`src/rtl/exec_sequencer.sv`:
```
// exec_sequencer: multi-cycle control sequencer for the core datapath.
// Owns the PC and walks each instruction through FETCH, MEM, EXEC and WB,
// because the program BRAM returns data one cycle after the address edge.
// Latches the instruction word and produces the register-file write enable,
// ALU operand select and writeback select for the rest of the core.
module exec_sequencer #(
    parameter logic [31:0] PC_LIMIT = 32'h0000_00FC,
    parameter logic [6:0]  OP_ITYPE = 7'b0010011,
    parameter logic [6:0]  OP_RTYPE = 7'b0110011,
    parameter logic [6:0]  OP_JAL   = 7'b1101111
) (
    input  logic        clk,
    input  logic        rst,
    input  logic        run,
    input  logic        halt_req,
    input  logic [31:0] instr,
    output logic [31:0] rom_addr,
    output logic [31:0] pc,
    output logic [31:0] ir,
    output logic        alu_src,
    output logic        wb_sel_pc,
    output logic        rf_we,
    output logic        retire,
    output logic        illegal,
    output logic        busy,
    output logic [31:0] instr_count
);

    typedef enum logic [2:0] {
        S_IDLE,
        S_FETCH,
        S_MEM,
        S_EXEC,
        S_WB
    } state_t;

    state_t     state;
    logic [6:0] opcode;
    logic [4:0] rd;

    // Opcode and destination fields of the latched instruction.
    assign opcode = ir[6:0];
    assign rd     = ir[11:7];

    // True for the three opcodes this core executes; anything else is a NOP.
    function automatic logic op_is_legal(input logic [6:0] op);
        return (op == OP_ITYPE) || (op == OP_RTYPE) || (op == OP_JAL);
    endfunction

    // PC after the current instruction: the wrap at PC_LIMIT overrides even a
    // JAL, then the JAL target, then sequential fall-through.
    function automatic logic [31:0] next_pc(input logic [31:0] cur_pc,
                                            input logic [31:0] iw);
        logic signed [31:0] jal_off;
        jal_off = {{10{iw[31]}}, iw[31:12], 2'b00};
        if (cur_pc == PC_LIMIT) begin
            return 32'd0;
        end else if (iw[6:0] == OP_JAL) begin
            return cur_pc + $unsigned(jal_off);
        end else begin
            return cur_pc + 32'd4;
        end
    endfunction

    // The BRAM address is the PC itself; decode selects follow ir in every state.
    assign rom_addr  = pc;
    assign alu_src   = (opcode == OP_ITYPE);
    assign wb_sel_pc = (opcode == OP_JAL);

    // Sequencer FSM: state, PC, instruction latch, retire counter and the
    // WB-cycle pulses, all registered. The pulses are loaded on the edge that
    // enters WB so they are high exactly for the WB cycle.
    always_ff @(posedge clk) begin
        if (rst) begin
            state       <= S_IDLE;
            pc          <= 32'd0;
            ir          <= 32'd0;
            instr_count <= 32'd0;
            rf_we       <= 1'b0;
            retire      <= 1'b0;
            illegal     <= 1'b0;
            busy        <= 1'b0;
        end else begin
            rf_we   <= 1'b0;
            retire  <= 1'b0;
            illegal <= 1'b0;
            case (state)
                S_IDLE: begin
                    if (run) begin
                        state <= S_FETCH;
                        busy  <= 1'b1;
                    end
                end
                S_FETCH: begin
                    // BRAM captures rom_addr at this edge; data arrives in MEM.
                    state <= S_MEM;
                end
                S_MEM: begin
                    ir    <= instr;
                    state <= S_EXEC;
                end
                S_EXEC: begin
                    rf_we   <= op_is_legal(opcode) && (rd != 5'd0);
                    retire  <= 1'b1;
                    illegal <= !op_is_legal(opcode);
                    state   <= S_WB;
                end
                S_WB: begin
                    instr_count <= instr_count + 32'd1;
                    pc          <= next_pc(pc, ir);
                    if (halt_req || !run) begin
                        state <= S_IDLE;
                        busy  <= 1'b0;
                    end else begin
                        state <= S_FETCH;
                    end
                end
                default: begin
                    state <= S_IDLE;
                    busy  <= 1'b0;
                end
            endcase
        end
    end

endmodule
```
`config.mk`:
```
export PLATFORM = sky130hd
export DESIGN_NAME = exec_sequencer
export DESIGN_NICKNAME = d
export VERILOG_FILES = /design/src/rtl/exec_sequencer.sv
export SDC_FILE = /design/constraint.sdc
export NUM_CORES = 1
export LEC_CHECK = 0
export CELL_PAD_IN_SITES_DETAIL_PLACEMENT = 1
export CELL_PAD_IN_SITES_GLOBAL_PLACEMENT = 1
export CORE_MARGIN = 10
export CORE_UTILIZATION = 37
export DETAILED_ROUTE_END_ITERATION = 10
export PLACE_DENSITY_LB_ADDON = 0.3
export SETUP_SLACK_MARGIN = 0.1
export SYNTH_ARGS = -nofsm -noshare
export SYNTH_HDL_FRONTEND = slang
export SYNTH_SLANG_ARGS = --single-unit
```
`constraint.sdc`:
```
create_clock -name clk -period 5.1 [get_ports clk]
set_input_delay 1.02 -clock clk [delete_from_list [all_inputs] [get_ports clk]]
set_output_delay 1.02 -clock clk [all_outputs]
set_load 0.02 [all_outputs]
```
==> run summary <==
Of the cells placed in the final design, the portion with a size suffix greater than 1 is 4.81%. The run gives 0 as the total count of max-transition violations in the final report. The critical path endpoint is pc[22]. Counting both buffers and inverters, the worst setup path holds a total of 0. The final period utilization is 80.8%. The first TritonRoute pass finished after 4 iterations. The arrival time at the worst endpoint is 4.38 ns. The final clock skew was 0.00926 ns; the starting density of the core was 38.0%. The post-synthesis instance area is 0.00583 mm², and the aggregate routed wire length is 20,800 µm.

The later pin in the worst-skew pair is clocked with a latency of 0.36 ns. Of all flip-flops after synthesis, the portion carrying an async set or reset was 0%. The number of different library cells used by synthesis comes to 68.

The synthesized netlist devotes 6.92% of its cell area to XOR and XNOR gates. The worst setup path is launched from a flop. The HPWL after detailed placement was 15,700 µm; the average cell area after synthesis was 7.92 µm². In this run the biggest area consumer among cell types represents 34.7% of the synthesized area. Yosys printed 0 warnings. The dominant cell type by area after synthesis is sky130_fd_sc_hd__dfxtp_1. Summing all placed instances gives a cell area of 0.00738 mm². For the initial antenna violation count, the log shows 0. Master cell of the clock root buffer: sky130_fd_sc_hd__clkbuf_16. The worst reg2reg path endpoint was pc[22].

After clock tree synthesis, the clock-pin slew on the worst setup and hold paths is 0.07 ns. The critical path runs through a total of 12 cells. For this block, the initial DRC count from the detailed router was 246.

The path class of the tightest hold or removal check is reg2reg. The via-per-instance ratio was 5.40. For the worst setup path, the data required time is 5.36 ns. The logs give 0 for the post-route antenna net violation count and 5,744 for the via count of the routed design. By area the synthesized netlist is led by sky130_fd_sc_hd__dfxtp_1, sky130_fd_sc_hd__nand2_1, sky130_fd_sc_hd__a21oi_1. In the layout the commonest cells are sky130_fd_sc_hd__clkdlybuf4s50_1, sky130_fd_sc_hd__nand2_1, sky130_fd_sc_hd__dfxtp_1. The die area came out at 0.0212 mm². Setup violations remaining at the end of the flow were counted as 0.

Summing the areas of all fa, ha and maj instances in the mapped netlist gives 4.85% of the synthesized area. For the top achievable clock speed, the log shows 243 MHz. The startpoint of the worst setup timing path was ir[6]. The floorplan has 45 rows. The logs give 86 for the pin count of the biggest net entering global routing and 6,130 for the number of global-route vias before repair. The number of hold violations in the final report was 0; the slew at the pin closest to its max-slew limit was 1.08 ns. The total area inside the core boundary comes to 0.0153 mm².

The leftover overflow at the end of global routing was 0. By area, the combinational part of the netlist is dominated by simple AND/OR/NAND/NOR gates. In the final design database the tool counted 906 nets. Max-capacitance violation count: 0. Of the total synthesized cell area, the portion taken by AND, OR, NAND and NOR gates is 26.4%. Post-CTS repair changed the size of 0 cells. Category of the worst setup path capture point: a flop. Setup TNS after final layout: 0 ns. Setup repair after global routing left no endpoint under its margin.

For the first-pass GRT wire length, the log shows 33,800 µm. Among all stages on the critical path, the largest delay is contributed by sky130_fd_sc_hd__and4b_1. The top flip-flop cell by instance count after synthesis is sky130_fd_sc_hd__dfxtp_1.

The flow ran to the end, and the final reports show no timing, DRC or antenna violations. VDD sags by at most 150 µV. The clock tree synthesis step divided the H-tree into 3 levels.

Post-CTS timing repair inserted 0 buffers for setup. From left edge to right edge, the die measures 145 µm. Dividing the detail-routed wire length by the instance count gives 19.6 µm. The number of flops mapped to enable cells by yosys is 0, and the number of standard cells after synthesis is 736. The depth of the worst register-to-register path is 12. Once layout is complete, the cells apart from fillers number 1,064. Clock tree synthesis found a total of 101 sinks. Counting along the longest clock path gives a buffer depth of 2. The signal on the critical path passes through and4_1 -> and4b_1 -> and2_1 -> ha_1 -> a21oi_1 -> nand2_1 -> a211oi_1 -> o21ai_1 -> o21ai_2 -> nor4b_1 -> nor3_1 -> o32ai_1. For this run, the register share of the synthesized area comes to 34.7%. Measured along the y axis, the die boundary spans 145 µm. Synthesis inferred 101 register bits. After routing the design area is 0.00767 mm².

In this run, placement finished with an instance count of 1,048. The time the final worst path needs with I/O delays and setup is 4.12 ns. Global placer's final weighted congestion: 0.867. The quantity of I/O buffers inserted on ports is 165. The run gives 9 as the clock buffer count from CTS.

TritonCTS built the clock tree. Multiplexer cells account for 0.515% of the synthesized area. The tools report the startpoint of the most critical register-to-register path as ir[6]. The library cell used most frequently in the layout, excluding fill and tap cells, is sky130_fd_sc_hd__clkdlybuf4s50_1. For this design the static power due to leakage is 2.80 nW. The cell class contributing the biggest share of worst-path delay is simple AND/OR/NAND/NOR gates. DRC violation count after routing: 0. In this run the count of I/O pins placed on the die edge is 170. The setup slack on the worst flop-to-flop path is 0.98 ns, and the power density of the placed cells is 224 mW/mm². Along the worst path, the maximum fanout reaches 21. The critical path in this run is classified as reg2reg. Global routing consumed, over all layers together, 19.2% of the routing resources. The worst relative slew slack is 27.8%. The largest stage delay on the critical path is 0.69 ns, and the compound-gate portion of the synthesized area is 18.7%. The layout has 1,885 filler cells.

Relative to the synthesized area, the layout overhead comes to 31.7%. The run gives 0 as the number of hold buffers added after CTS.
==> stage by stage <==
step           utilization (%)  worst slack, ns  hold WS, ns  total power, mW
2_1_floorplan                -             1.57        0.535            0.930
3_3_place_gp              48.2             1.28        0.456             1.02
3_5_place_dp              48.2             1.11        0.465             1.02
4_1_cts                   50.1             1.09        0.477             1.73
5_1_grt                   50.1            0.719        0.503             1.78
6_report                  50.1            0.980        0.473             1.72
==> cell type report <==
class                           count  area [µm²]  area share, %
Multi-Input combinational cell    553        3360           43.8
Sequential cell                   101        2020           26.3
Timing Repair Buffer              169        1680           21.8
Tap cell                          211         264           3.44
Clock buffer                        9         225           2.93
Clock inverter                      6        70.1          0.913
Inverter                           14        52.6          0.685
Antenna cell                        1        2.50         0.0326
==> sequential cells by signal, indices dropped and copies added (netlist names) <==
register,flops
rf_we,1
pc,30
state,3
instr_count,32
ir,32
illegal,1
retire,1
busy,1
==> cell usage after synthesis (all sizes together), types with 2 or more instances <==
master    n
nor2     72
buf      40
and4b     2
a31oi     5
xnor2    14
nand2b    3
nand4b    2
o31ai     3
and2     20
o21a      8
o211ai    3
and3      9
xor2     32
o31a      2
or4b      2
a22oi    13
nand4    11
o21ai    27
o32ai     2
nor3     17
clkbuf   30
ha       21
nand3    23
inv      14
nor4      7
or4       5
a32oi     2
or3       8
a41oi     2
a21o     12
dfxtp   101
a211oi    6
nor3b     4
or2       5
mux2i     3
nor2b     4
a31o      4
a21oi    63
and4      6
nand2   111
nor4b     3
==> cells by family after synthesis <==
kind of cell	after synthesis
AO/OA/AOI/OAI	163
XOR/XNOR	46
adder cells (fa/ha/maj)	22
buffers and inverters	85
flip-flops	101
multiplexers	3
other	1
AND/OR/NAND/NOR	315
==> tightest hold or removal path, cell delays in order (launching register included) <==
cell and delay (ns):
sky130_fd_sc_hd__dfxtp_1 0.32, sky130_fd_sc_hd__nand2_1 0.06, sky130_fd_sc_hd__a21oi_1 0.05
==> how the worst min path moves through the flow <==
stage | start | slack (ns) | end | depth (start not counted)
floorplan | state[2] | 0.53 | state[1] | 2
global placement | ir[7] | 0.46 | ir[7] | 2
detailed placement | ir[7] | 0.46 | ir[7] | 2
CTS | ir[11] | 0.48 | ir[11] | 2
global route | ir[15] | 0.50 | ir[15] | 2
finish | ir[11] | 0.47 | ir[11] | 2
==> metal layers <==
| metal | part of all wire (%) | track usage [%] | wire length [µm] | vias to the layer above |
|---|---|---|---|---|
| met1 | 42 | 22.2 | 8790 | 2784 |
| met4 | 2.3 | 6.88 | 489 | 0 |
| met3 | 6.7 | 5.43 | 1390 | 33 |
| met5 | 0 | 0 | 0 | - |
| met2 | 49 | 33.1 | 10200 | 167 |
| li1 | - | - | - | 2760 |
==> power by group <==
group / internal [mW] / total (mW) / switching [mW]
Combinational: 0.0747 / 0.170 / 0.0948
Sequential: 0.808 / 0.832 / 0.0236
Clock: 0.384 / 0.714 / 0.330
Note: power is estimated with default switching activity, not from simulation.
